$ cat config.mk
export PLATFORM = sky130hd
export DESIGN_NAME = waveform_seq_ctrl_flat
export DESIGN_NICKNAME = d
export VERILOG_FILES = /design/src/rtl/waveform_pkg.sv /design/src/rtl/waveform_seq_ctrl_if.sv /design/src/rtl/sw_debouncer.sv /design/src/rtl/waveform_seq_ctrl.sv /design/src/flat_wrapper.sv
export SDC_FILE = /design/constraint.sdc
export NUM_CORES = 1
export LEC_CHECK = 0
export BUFFER_PORTS_ARGS = -buffer_cell sky130_fd_sc_hd__buf_2
export CELL_PAD_IN_SITES_DETAIL_PLACEMENT = 0
export CELL_PAD_IN_SITES_GLOBAL_PLACEMENT = 1
export CORE_ASPECT_RATIO = 0.5
export CORE_MARGIN = 2
export CORE_UTILIZATION = 35
export DETAILED_ROUTE_END_ITERATION = 8
export GPL_ROUTABILITY_DRIVEN = 0
export MAX_ROUTING_LAYER = met4
export PLACE_DENSITY_LB_ADDON = 0.1
export SKIP_CTS_REPAIR_TIMING = 1
export SLEW_MARGIN = 10
export SYNTH_ARGS = -nofsm -noshare
export SYNTH_HDL_FRONTEND = slang
export SYNTH_HIERARCHICAL = 1
export SYNTH_SLANG_ARGS = --single-unit
$ cat constraint.sdc
create_clock -name clk -period 5.05 [get_ports clk]
set_input_delay 0.2525 -clock clk [delete_from_list [all_inputs] [get_ports clk]]
set_output_delay 0.2525 -clock clk [all_outputs]
set_load 0.01 [all_outputs]
$ cat src/rtl/waveform_pkg.sv
// Shared types and constants for the waveform sequencer slice.
// Pure declarations; no timing or flow-control behaviour of its own.
package waveform_pkg;

    typedef enum logic [1:0] {
        IDLE    = 2'd0,
        CONVERT = 2'd1,
        PLAY    = 2'd2
    } state_t;

    localparam logic [3:0] WF_SINE = 4'b0001;
    localparam logic [3:0] WF_TRI  = 4'b0010;
    localparam logic [3:0] WF_SQR  = 4'b0100;
    localparam logic [3:0] WF_FM   = 4'b1000;

    function automatic logic is_onehot4(input logic [3:0] v);
        return (v != 4'b0000) && ((v & (v - 4'd1)) == 4'b0000);
    endfunction

endpackage

$ cat src/rtl/waveform_seq_ctrl_if.sv
// Switch, converter and DAC signals of the waveform sequencer.
// master = sequencer side, slave = switches/converter/DAC side.
interface waveform_seq_ctrl_if;
    logic       enable;
    logic [3:0] sw_in;
    logic [3:0] conv_sw;
    logic       conv_start;
    logic       conv_rdy;
    logic [7:0] rd_idx;
    logic [7:0] rd_data;
    logic [7:0] dac_data;
    logic       dac_strobe;
    logic       busy;
    logic       err;

    modport master (
        input  enable, sw_in, conv_rdy, rd_data,
        output conv_sw, conv_start, rd_idx, dac_data, dac_strobe, busy, err
    );

    modport slave (
        output enable, sw_in, conv_rdy, rd_data,
        input  conv_sw, conv_start, rd_idx, dac_data, dac_strobe, busy, err
    );
endinterface

$ cat src/rtl/sw_debouncer.sv
// Switch debouncer: accept pulses for one cycle once a one-hot value has been held DEBOUNCE cycles.
// Non-one-hot values never produce an accept; no backpressure.
module sw_debouncer
    import waveform_pkg::*;
#(
    parameter int DEBOUNCE = 16
) (
    input  logic       clk,
    input  logic       rst,
    input  logic [3:0] sw_in,
    output logic [3:0] sw_stable,
    output logic       accept
);

    logic [3:0]  sw_prev;
    logic [15:0] stab_cnt;

    // stab_cnt == k means sw_prev has been sampled k+1 consecutive cycles
    always_ff @(posedge clk or posedge rst) begin
        if (rst) begin
            sw_prev  <= 4'b0000;
            stab_cnt <= 16'd0;
        end else begin
            sw_prev <= sw_in;
            if (sw_in != sw_prev)
                stab_cnt <= 16'd0;
            else if (stab_cnt != 16'hFFFF)
                stab_cnt <= stab_cnt + 16'd1;
        end
    end

    assign sw_stable = sw_prev;
    assign accept    = (stab_cnt == 16'(DEBOUNCE - 1)) && is_onehot4(sw_prev);

endmodule

$ cat src/rtl/waveform_seq_ctrl.sv
// Sequences the waveform converter (start/ready with timeout) and plays its 256-entry table to the DAC.
// One sample every DIV cycles; new selections are applied only after the index-255 sample.
module waveform_seq_ctrl
    import waveform_pkg::*;
#(
    parameter int DIV      = 4,
    parameter int DEBOUNCE = 16,
    parameter int TIMEOUT  = 64
) (
    input  logic                clk,
    input  logic                rst,
    waveform_seq_ctrl_if.master bus
);

    localparam int              TO_W    = $clog2(TIMEOUT + 1);
    localparam logic [TO_W-1:0] TO_LAST = TO_W'(TIMEOUT - 1);
    localparam logic [TO_W-1:0] TO_ONE  = TO_W'(1);

    state_t          state;
    logic            enable_d;
    logic            pending;
    logic [3:0]      sel_next;
    logic [3:0]      conv_sw;
    logic            conv_start;
    logic [7:0]      rd_idx;
    logic [7:0]      dac_data;
    logic            dac_strobe;
    logic            err;
    logic [15:0]     div_cnt;
    logic [TO_W-1:0] wait_cnt;

    logic [3:0] sw_stable;
    logic       sw_accept;
    logic       accept_new;
    logic       pend_now;
    logic [3:0] sel_now;
    logic       div_last;
    logic       enter_conv;

    sw_debouncer #(.DEBOUNCE(DEBOUNCE)) u_sw_debouncer (
        .clk       (clk),
        .rst       (rst),
        .sw_in     (bus.sw_in),
        .sw_stable (sw_stable),
        .accept    (sw_accept)
    );

    // An acceptance in the same cycle as a boundary is folded straight into that boundary
    assign accept_new = sw_accept && (sw_stable != conv_sw);
    assign pend_now   = pending || accept_new;
    assign sel_now    = accept_new ? sw_stable : sel_next;
    assign div_last   = (div_cnt == 16'(DIV - 1));
    assign enter_conv = bus.enable &&
                        (((state == IDLE) && !enable_d) ||
                         ((state == PLAY) && div_last && (rd_idx == 8'hFF) && pend_now));

    always_ff @(posedge clk or posedge rst) begin
        if (rst) begin
            state      <= IDLE;
            enable_d   <= 1'b0;
            pending    <= 1'b0;
            sel_next   <= WF_SINE;
            conv_sw    <= WF_SINE;
            conv_start <= 1'b0;
            rd_idx     <= 8'd0;
            dac_data   <= 8'd0;
            dac_strobe <= 1'b0;
            err        <= 1'b0;
            div_cnt    <= 16'd0;
            wait_cnt   <= '0;
        end else begin
            enable_d   <= bus.enable;
            conv_start <= 1'b0;
            dac_strobe <= 1'b0;
            if (accept_new) begin
                pending  <= 1'b1;
                sel_next <= sw_stable;
            end
            if (!bus.enable) begin
                state   <= IDLE;
                rd_idx  <= 8'd0;
                div_cnt <= 16'd0;
            end else begin
                case (state)
                    IDLE: begin
                    end
                    CONVERT: begin
                        wait_cnt <= wait_cnt + TO_ONE;
                        // rdy from the previous conversion is still up during the start cycle
                        if (!conv_start && bus.conv_rdy) begin
                            state   <= PLAY;
                            rd_idx  <= 8'd0;
                            div_cnt <= 16'd0;
                        end else if (wait_cnt == TO_LAST) begin
                            err   <= 1'b1;
                            state <= IDLE;
                        end
                    end
                    PLAY: begin
                        if (div_last) begin
                            div_cnt    <= 16'd0;
                            dac_data   <= bus.rd_data;
                            dac_strobe <= 1'b1;
                            rd_idx     <= rd_idx + 8'd1;
                        end else if (div_cnt != 16'hFFFF) begin
                            div_cnt <= div_cnt + 16'd1;
                        end
                    end
                    default: state <= IDLE;
                endcase
                if (enter_conv) begin
                    state      <= CONVERT;
                    conv_start <= 1'b1;
                    wait_cnt   <= '0;
                    pending    <= 1'b0;
                    err        <= 1'b0;
                    if (pend_now)
                        conv_sw <= sel_now;
                end
            end
        end
    end

    assign bus.conv_sw    = conv_sw;
    assign bus.conv_start = conv_start;
    assign bus.rd_idx     = rd_idx;
    assign bus.dac_data   = dac_data;
    assign bus.dac_strobe = dac_strobe;
    assign bus.busy       = (state != IDLE);
    assign bus.err        = err;

endmodule

$ cat src/flat_wrapper.sv
// flat-port wrapper written by rule: the top's interface ports become plain ports
module waveform_seq_ctrl_flat import waveform_pkg::*;
#(
    parameter int DIV      = 4,
    parameter int DEBOUNCE = 16,
    parameter int TIMEOUT  = 64
)
  (clk, rst, bus_enable, bus_sw_in, bus_conv_rdy, bus_rd_data, bus_conv_sw, bus_conv_start, bus_rd_idx, bus_dac_data, bus_dac_strobe, bus_busy, bus_err);
  waveform_seq_ctrl_if bus_i ();
  input  logic clk;
  input  logic rst;
  input wire logic [$bits(bus_i.enable)-1:0] bus_enable;
  input wire logic [$bits(bus_i.sw_in)-1:0] bus_sw_in;
  input wire logic [$bits(bus_i.conv_rdy)-1:0] bus_conv_rdy;
  input wire logic [$bits(bus_i.rd_data)-1:0] bus_rd_data;
  output wire logic [$bits(bus_i.conv_sw)-1:0] bus_conv_sw;
  output wire logic [$bits(bus_i.conv_start)-1:0] bus_conv_start;
  output wire logic [$bits(bus_i.rd_idx)-1:0] bus_rd_idx;
  output wire logic [$bits(bus_i.dac_data)-1:0] bus_dac_data;
  output wire logic [$bits(bus_i.dac_strobe)-1:0] bus_dac_strobe;
  output wire logic [$bits(bus_i.busy)-1:0] bus_busy;
  output wire logic [$bits(bus_i.err)-1:0] bus_err;
  assign bus_i.enable = bus_enable;
  assign bus_i.sw_in = bus_sw_in;
  assign bus_i.conv_rdy = bus_conv_rdy;
  assign bus_i.rd_data = bus_rd_data;
  assign bus_conv_sw = bus_i.conv_sw;
  assign bus_conv_start = bus_i.conv_start;
  assign bus_rd_idx = bus_i.rd_idx;
  assign bus_dac_data = bus_i.dac_data;
  assign bus_dac_strobe = bus_i.dac_strobe;
  assign bus_busy = bus_i.busy;
  assign bus_err = bus_i.err;
  waveform_seq_ctrl #(.DIV(DIV), .DEBOUNCE(DEBOUNCE), .TIMEOUT(TIMEOUT)) u_core (.clk(clk), .rst(rst), .bus(bus_i));
endmodule
==> results of run 1 <==
==> cell usage after synthesis, types with 3 or more instances <==
| cell type | count | area share (%) |
|---|---|---|
| a21oi_1 | 15 | 1.9 |
| a31oi_1 | 4 | 0.65 |
| and3_1 | 4 | 0.65 |
| and4_1 | 3 | 0.68 |
| buf_4 | 3 | 0.58 |
| dfrtp_1 | 72 | 47 |
| ha_1 | 4 | 1.3 |
| inv_1 | 10 | 0.97 |
| mux2_2 | 16 | 4.7 |
| nand2_1 | 22 | 2.1 |
| nand2b_1 | 3 | 0.49 |
| nand3_1 | 16 | 2.1 |
| nand4_1 | 16 | 2.6 |
| nor2_1 | 34 | 3.3 |
| nor3_1 | 8 | 1.0 |
| nor4_1 | 4 | 0.65 |
| o211ai_1 | 5 | 0.97 |
| o21ai_0 | 19 | 2.5 |
| o22ai_1 | 4 | 0.65 |
| o31ai_1 | 4 | 0.78 |
| o41ai_1 | 3 | 0.68 |
| or3_1 | 3 | 0.49 |
| or4_1 | 6 | 1.2 |
| xnor2_1 | 7 | 1.6 |
| xor2_1 | 19 | 4.3 |
==> routing by layer <==
metal	routed length [um]	track usage (%)	part of all wire (%)
met5	0	-	0
met4	153	5.51	1.7
met3	281	4.31	3.2
met2	4470	28.1	50
met1	3990	19.3	45
==> stage by stage <==
stage	util, %	area [sq um]	hold WS [ns]	cells
floorplan	-	3850	0.216	358
global placement	38.6	4190	0.385	537
detailed placement	38.6	4190	0.390	537
CTS	41.5	4500	0.0353	553
global route	41.5	4500	0.0335	553
finish	41.5	4500	0.0481	553
==> path summary, 6_finish.rpt <==
kind	start	end	slack (ns)	cells after the start
worst min register to register	u_core/sel_next[2]	u_core/sel_next[2]	0.50	1
worst max-delay path	u_core/u_sw_debouncer/stab_cnt[4]	u_core/state[0]	2.19	6
max in group asynchronous	rst	u_core/bus.dac_data[3]	4.46	3
worst max register to register	u_core/u_sw_debouncer/stab_cnt[4]	u_core/state[0]	2.19	6
worst min-delay path	bus_sw_in[1]	u_core/u_sw_debouncer/sw_stable[1]	0.05	1
min in group asynchronous	rst	u_core/u_sw_debouncer/stab_cnt[5]	0.08	2
==> flip-flops by register name, summed over array words and instances, names as in the netlist <==
signal                           count
u_core/u_sw_debouncer/sw_stable      4
u_core/bus.rd_idx                    8
u_core/sel_next                      4
u_core/state                         2
u_core/bus.conv_sw                   4
u_core/bus.err                       1
u_core/div_cnt                      16
u_core/wait_cnt                      7
u_core/bus.dac_data                  8
u_core/pending                       1
u_core/bus.conv_start                1
u_core/u_sw_debouncer/stab_cnt      16
u_core/bus.dac_strobe                1
u_core/enable_d                      1
==> power groups by stage <==
stage,Combinational [uW],Clock [uW],Sequential (uW)
global placement,78.1,0,628
detailed placement,79.5,0,629
global route,89.6,698,619
CTS,80.1,673,618
finish,77.9,650,618
floorplan,57.7,0,625
==> final cells by class <==
cell class              instances  area share (%)
repair buffers                 41            4.67
inverters                      10           0.835
well taps                     145            4.03
clock buffers                  12            5.70
clock inverters                 4            1.11
flip-flops and latches         74            41.2
multi-input cells             267            42.4
==> logic make-up after synthesis <==
family / synth area share [%]
and+or+nand+nor: 22.6
DFF: 48.1
adders and majority gates: 1.30
muxes: 5.49
AOI/OAI and AO/OA: 14.2
xor gates and xnor gates: 5.91
buffers and inverters: 2.37
==> flow_summary.ini, run 1 <==
[global_routing]
grt_overflow_total = 0
grt_pass1_vias = 3121
grt_max_degree = 55
grt_pass1_wl_um = 15500
antenna_found_initial = 0
grt.total_usage_pct = 16.5

[detailed_routing]
drtIter0Drc = 87
routedWlPerCell_um = 16.1
drtPass1Iterations = 4
routed_via_density = 5.51
ant_nets = 0
drc_errors = 0
wirelength_um = 8890
vias = 3047

[worst_setup_path]
crit_family = simple AND/OR/NAND/NOR gates
cp_slowest_cell = or4_2
max_stage_delay_ns = 0.68
crit_path_cell_trace = or4_2 -> nor4b_1 -> o41ai_4 -> a211oi_1 -> o21a_1 -> o21bai_1
cp-start-kind = flip-flop
cp.arrival_ns = 3.11
path_max_fanout = 10
crit_required_ns = 5.30
critPathCaptureType = flip-flop
criticalPathCategory = reg -> reg
cp_num_buf_inv = 0

[placed_design]
io_buffers = 39
dp_slack_ns = 2.18
dp_hpwl_um = 6210

[timing]
setup_viol = 0
slew_headroom_pct = 46.9
layout_min_cycle_time_ns = 2.86
finalHoldViolCount = 0
worst_pin_slew_ns = 0.795
fin_tns_setup_ns = 0
fin_skew_ns = 0.00757
rsz0062_at_grt = no
drv_slew = 0
finalWorstSetupSlack_ns = 2.19
max_freq_mhz = 350
fin_crit_sh_pct = 56.6

[die]
die_w_um = 152
start_util_pct = 35.5
num_rows = 27
ioPinCount = 40
core_area_sq_um = 10800
die_h_um = 78.2
die_area_sq_um = 11900

[synth]
synthFlopType = dfrtp_1
netlist_area_sq_um = 3850
syn-num-nets = 378
synth_edf_count = 0
async_reset_ff_share_pct = 100
ys_seq_elements = 74
syn_area_per_cell_sq_um = 10.8
synthCells = 358
seq_area_frac_synth_pct = 48.1
synth_cell_types = 69
ys_warn_count = 6

[layout]
fin_nets = 423
layout-drive-gt1-share_pct = 24.0
fillerInstances = 1050
antenna_cells = 0
area_delta_synth_final_pct = 16.7
final_common_cell = dfrtp_1
mostFrequentLayoutCells = 72 x dfrtp_1, 39 x buf_2, 34 x nor2_1, 22 x nand2_1
multi_input_area_sq_um = 1910
seqCellArea_sq_um = 1850

[pwr]
power.density_nw_per_um2 = 299
netSwitchingPower_uw = 304
p_clk_share_pct = 48.3
power.leakage_uw = 0.00202
peakVddDrop_mv = 0.163
power.internal_uw = 1040
seqPwrFrac_pct = 45.9
design_power_total_uw = 1350
pwr-share-comb_pct = 5.8
switching_share_pct = 22.6

[cts]
cts_tree = yes
cts_buffer_depth = 2
cts_max_level = 3
clk_pin_slew_worst_paths_ns = 0.06
numCtsBuffers = 9
clk_latency_ns = 0.33
cts-root-buf = clkbuf_16
clock_sinks = 74

[outcome]
status = finished, final reports clean

[run]
drv_cap = 0

[hold_path]
min_path_type = in -> reg
Note: power is estimated with default switching activity, not from simulation.
==> run 2, diff against run 1 <==
--- a/config.mk
+++ b/config.mk
@@ -5,6 +5,7 @@
 export SDC_FILE = /design/constraint.sdc
 export NUM_CORES = 1
 export LEC_CHECK = 0
+export ABC_AREA = 1
 export BUFFER_PORTS_ARGS = -buffer_cell sky130_fd_sc_hd__buf_2
 export CELL_PAD_IN_SITES_DETAIL_PLACEMENT = 0
 export CELL_PAD_IN_SITES_GLOBAL_PLACEMENT = 1
==> constraint.sdc (replaced) <==
create_clock -name clk -period 2.4 [get_ports clk]
set_input_delay 0.12 -clock clk [delete_from_list [all_inputs] [get_ports clk]]
set_output_delay 0.12 -clock clk [all_outputs]
set_load 0.01 [all_outputs]
==> run 2 against run 1 <==
Effect of this change: the flow now finishes with violations (negative hold slack); synthesized area rose by 10%; sequential cell count unchanged; sequential share of layout area fell by 3.6 points; global-route usage fell by 0.30 points; core utilization up 0.27 points; critical path depth up 6; combinational power up 140%; clock power up 83%; worst setup slack worse by 1.9 ns; die area grew 9.6%; clock skew fell by 0.00079 ns.
==> flow_summary.ini, run 2 <==
[outcome]
status = finished with violations
violations = negative hold slack

[synth]
synth_common_cells = 131 x nand2_1, 72 x dfrtp_1, 66 x nor2_1
ys_seq_elements = 74
synth_edf_count = 0
syn_area_per_cell_sq_um = 7.92
ys_warn_count = 6
synth_cell_types = 39
synth_area_leaders = dfrtp_1 43%, nand2_1 12%, nor2_1 5.8%, nand3_1 5.1%, inv_1 4.9%
synthMostInstantiatedCell = nand2_1
synthFlopType = dfrtp_1
synthCells = 535
synth_top_area_share_pct = 42.5
seq_area_frac_synth_pct = 43.8
synth_area_leader_cell = dfrtp_1
netlist_area_sq_um = 4240
syn-num-nets = 555
async_reset_ff_share_pct = 100

[timing]
setup_viol = 0
slew_headroom_pct = 46.2
whs_ns = -0.000843
fin_crit_sh_pct = 86.7
rsz0062_at_grt = no
layout_min_cycle_time_ns = 2.08
drv_slew = 0
fin_tns_setup_ns = 0
finalHoldViolCount = 1
fin_skew_ns = 0.00678
worst_pin_slew_ns = 0.806
max_freq_mhz = 481
finalWorstSetupSlack_ns = 0.320

[detailed_routing]
wirelength_um = 9570
ant_nets = 0
vias = 3430
drc_errors = 0
drtPass1Iterations = 4
routed_via_density = 4.53
drtIter0Drc = 148
routedWlPerCell_um = 12.6

[cts]
clk_pin_slew_worst_paths_ns = 0.06
cts_tree = yes
clk_latency_ns = 0.32
numCtsBuffers = 9
cts-root-buf = clkbuf_16
clock_sinks = 74
cts_buffer_depth = 2
cts_max_level = 3

[global_routing]
grt_pass1_wl_um = 16300
grt_max_degree = 47
grt.total_usage_pct = 16.2
antenna_found_initial = 0
grt_overflow_total = 0
grt_pass1_vias = 3264

[die]
die_w_um = 160
core_area_sq_um = 11800
ioPinCount = 40
num_rows = 28
die_area_sq_um = 13100
start_util_pct = 35.9
die_h_um = 81.8

[pwr]
design_power_total_uw = 2670
power.density_nw_per_um2 = 541
peakVddDrop_mv = 0.311
power.leakage_uw = 0.00248

[worst_setup_path]
cp-start-kind = flip-flop
cp.arrival_ns = 2.29
crit_required_ns = 2.61
critPathCaptureType = flip-flop
criticalPathCategory = reg -> reg
path_max_fanout = 7

[layout]
mostFrequentLayoutCells = 131 x nand2_1, 72 x dfrtp_1, 66 x nor2_1, 54 x inv_1, 43 x nand3_1
layout-drive-gt1-share_pct = 19.3
final_cells = 757
top_regs = u_core/div_cnt: 16 flops, u_core/u_sw_debouncer/stab_cnt: 16 flops
fin_nets = 607
final_common_cell = nand2_1
antenna_cells = 0
fillerInstances = 1237
area_delta_synth_final_pct = 16.3

[run]
drv_cap = 0

[placed_design]
io_buffers = 39
dp_slack_ns = 0.302
place_inst = 736
dp_hpwl_um = 7040

[hold_path]
min_path_type = in -> reg
## run 2: changes by cell type after synthesis, sizes merged, moves of 7 or more
| cell | change |
|---|---|
| mux2 | -17 |
| nand3 | +28 |
| nand2 | +122 |
| xor2 | -14 |
| nand4 | +10 |
| inv | +51 |
| nor2 | +40 |
| or4 | -7 |
| mux2i | +7 |
## run 2: power breakdown
group / leakage, uW / switching, uW / internal (uW)
Sequential: 0.00101 / 24.0 / 1270
Clock: 0.000124 / 489 / 698
Combinational: 0.00135 / 120 / 64.9
## run 2: path summary, 6_finish.rpt
kind / startpoint / endpoint / slack [ns] / depth (start not counted)
max in group asynchronous: rst / u_core/u_sw_debouncer/stab_cnt[6] / 1.38 / 3
worst max-delay path: u_core/u_sw_debouncer/stab_cnt[0] / u_core/bus.conv_sw[1] / 0.32 / 12
worst max register to register: u_core/u_sw_debouncer/stab_cnt[0] / u_core/bus.conv_sw[1] / 0.32 / 12
min in group asynchronous: rst / u_core/bus.dac_data[1] / 0.27 / 3
worst min register to register: u_core/bus.dac_data[6] / u_core/bus.dac_data[6] / 0.48 / 2
worst min-delay path: bus_rd_data[6] / u_core/bus.dac_data[6] / -0.0008 / 3
## run 2: cell families after synthesis
family / Yosys count / synth area share (%)
buf+inv: 70 / 7.23
mux: 9 / 2.13
simple gates: 319 / 35.8
compound gates: 43 / 6.61
flops: 74 / 43.8
fa+ha+maj: 4 / 1.18
xor+xnor: 16 / 3.31
## run 2: critical path: stages, from the launching register on
cell and delay (ns):
dfrtp_1 0.43, ha_1 0.23, nand3_2 0.14, a21oi_1 0.13, o21ai_0 0.09, nor2_1 0.17, nand2_2 0.13, nand2_2 0.14
nand2_2 0.09, nand2_2 0.12, nand3_1 0.15, nand2_1 0.09, nand2_1 0.05
## run 2: cell type report
type	instances	area [sq um]	share of cell area [%]
tap	165	206	4.19
sequential	74	1850	37.6
timing repair buffer	50	303	6.15
multi-input combinational	391	2080	42.2
inverter	61	229	4.65
clock buffer	13	240	4.88
clock inverter	3	17.5	0.356
## run 2: stage by stage
step                      cell area (sq um)  hold slack [ns]  utilization, %
after floorplan                        4240           0.0838               -
after global placement                 4620           0.0561            39.1
after detailed placement               4620           0.0542            39.1
after CTS                              4880           -0.297            41.3
after global routing                   4930        0.0000680            41.7
final                                  4930        -0.000843            41.7
## run 2: per-layer routing
metal	GRT usage (%)	part of all wire, %	wire length (um)
met5	-	0	0
met4	3.09	0.25	24
met3	3.84	1.5	148
met1	20.3	51	4890
met2	27.4	47	4510
==> run 3, diff against run 2 <==
--- a/config.mk
+++ b/config.mk
@@ -16,6 +16,7 @@
 export GPL_ROUTABILITY_DRIVEN = 0
 export MAX_ROUTING_LAYER = met4
 export PLACE_DENSITY_LB_ADDON = 0.1
+export REMOVE_ABC_BUFFERS = 1
 export SKIP_CTS_REPAIR_TIMING = 1
 export SLEW_MARGIN = 10
 export SYNTH_ARGS = -nofsm -noshare
==> run 3 against run 2 <==
Effect of this change: the run now ends clean; count of clock-buffer cells in the layout increased by 1; sequential share of layout area decreased by 0.28 points; cell count increased by 0.40%; fmax increased by 2.4%; global-route usage increased by 0.55 points; largest cell class unchanged.
==> flow_summary.ini, run 3 (synthesized netlist as in run 2, its figures left out) <==
[global_routing]
grt_overflow_total = 0
grt_max_degree = 26
antenna_found_initial = 0
grt_pass1_vias = 3420
grt.total_usage_pct = 16.7
grt_pass1_wl_um = 16700

[detailed_routing]
routed_via_density = 4.64
drt-met1-wl_um = 4980
drc_errors = 0
wl_met3_um = 223
wirelength_um = 9780
vias = 3526
ant_nets = 0
routedWlPerCell_um = 12.9
drtPass1Iterations = 5
drtIter0Drc = 196
wl_met2_um = 4470
highest-signal-layer = met4

[cts]
cts-root-buf = clkbuf_16
cts_buffer_depth = 2
clk_latency_ns = 0.33
numCtsBuffers = 9
cts_tree = yes
clk_pin_slew_worst_paths_ns = 0.06
cts_max_level = 3
clock_sinks = 74

[timing]
fin_crit_sh_pct = 84.6
max_freq_mhz = 492
whs_ns = 0.00336
fin_tns_setup_ns = 0
layout_min_cycle_time_ns = 2.03
fin_skew_ns = 0.00698
drv_slew = 0
setup_viol = 0
rsz0062_at_grt = no
worst_pin_slew_ns = 0.797
slew_headroom_pct = 46.8
finalHoldViolCount = 0

[worst_setup_path]
path_max_fanout = 11
max_stage_delay_ns = 0.42
cp.arrival_ns = 2.25
cp_common_cell = nand2_1
cp_slowest_cell = dfrtp_1
crit_path_cell_trace = ha_1 -> inv_1 -> nor2_1 -> nand2_1 -> nor3_1 -> nand2_1 -> nand2_1 -> nand2_1 -> nor2_1 -> nand2_1 -> o21a_1
criticalPathCategory = reg -> reg
crit_required_ns = 2.62
cp-start-kind = flip-flop
critPathCaptureType = flip-flop

[layout]
layout-drive-gt1-share_pct = 20.0
antenna_cells = 0
fillerInstances = 1225
mostFrequentLayoutCells = 131 x nand2_1, 71 x dfrtp_1, 66 x nor2_1, 54 x inv_1, 43 x nand3_1
fin_util_pct = 42.1
final_common_cell = nand2_1
final_cells = 760
top_regs = u_core/div_cnt: 16 flops, u_core/u_sw_debouncer/stab_cnt: 16 flops
fin_nets = 610
area_delta_synth_final_pct = 17.2

[pwr]
power.leakage_uw = 0.00251
power.density_nw_per_um2 = 556
peakVddDrop_mv = 0.274

[hold_path]
min_path_type = in -> reg

[die]
start_util_pct = 35.9
die_area_sq_um = 13100
die_h_um = 81.8
ioPinCount = 40
die_w_um = 160
num_rows = 28
core_area_sq_um = 11800

[outcome]
status = finished, final reports clean

[placed_design]
io_buffers = 39
dp_hpwl_um = 7240
place_inst = 738

[run]
drv_cap = 0
run 3: cell types whose count changed in the layout (fill, tap and decap cells not counted), sizes merged:
cell	before	now
buf	45	47
clkbuf	13	14
clkinvlp	1	0
dlygate4sd3	5	6
run 3: where the power goes:
part           total, uW  switching (uW)  leakage, uW  internal (uW)
clock               1280             497     0.000143            782
combinational        187             122      0.00136           65.3
sequential          1300            25.3      0.00101           1270
run 3: layout make-up:
class | count | area [sq um] | area share (%)
multi-input cells | 391 | 2080 | 41.8
flip-flops and latches | 74 | 1860 | 37.4
repair buffers | 53 | 315 | 6.35
clock buffers | 14 | 274 | 5.52
inverters | 61 | 229 | 4.61
well taps | 165 | 206 | 4.16
clock inverters | 2 | 10.0 | 0.202
run 3: layer usage:
layer,track usage (%),vias up
li1,-,1851
met1,21.0,1638
met2,27.3,29
met3,4.29,8
met4,4.64,0
met5,-,-
run 3: path summary, 6_finish.rpt:
check,start,slack [ns],end,cells past startpoint
max in group asynchronous,rst,1.33,u_core/u_sw_debouncer/stab_cnt[0],3
worst min register to register,u_core/bus.dac_data[3],0.48,u_core/bus.dac_data[3],2
min in group asynchronous,rst,0.33,u_core/sel_next[1],3
worst min-delay path,bus_rd_data[5],0.003,u_core/bus.dac_data[5],3
worst max-delay path,u_core/div_cnt[0],0.37,u_core/bus.rd_idx[7],11
worst max register to register,u_core/div_cnt[0],0.37,u_core/bus.rd_idx[7],11
run 3: critical path: cells and delay by family, from the launching register on:
kind | cells | cell delay (ns)
compound gates | 1 | 0.10
simple gates | 8 | 1.13
fa+ha+maj | 1 | 0.22
flops | 1 | 0.42
buf+inv | 1 | 0.06
run 3: through the flow:
| step | cell area [sq um] | setup WS, ns | power, uW |
|---|---|---|---|
| after detailed placement | 4620 | 0.287 | 1500 |
| after floorplan | 4160 | 0.452 | 1430 |
| after CTS | 4910 | 0.275 | 2820 |
| final | 4970 | 0.369 | 2760 |
| after global routing | 4970 | 0.0277 | 2900 |
| after global placement | 4620 | 0.350 | 1500 |
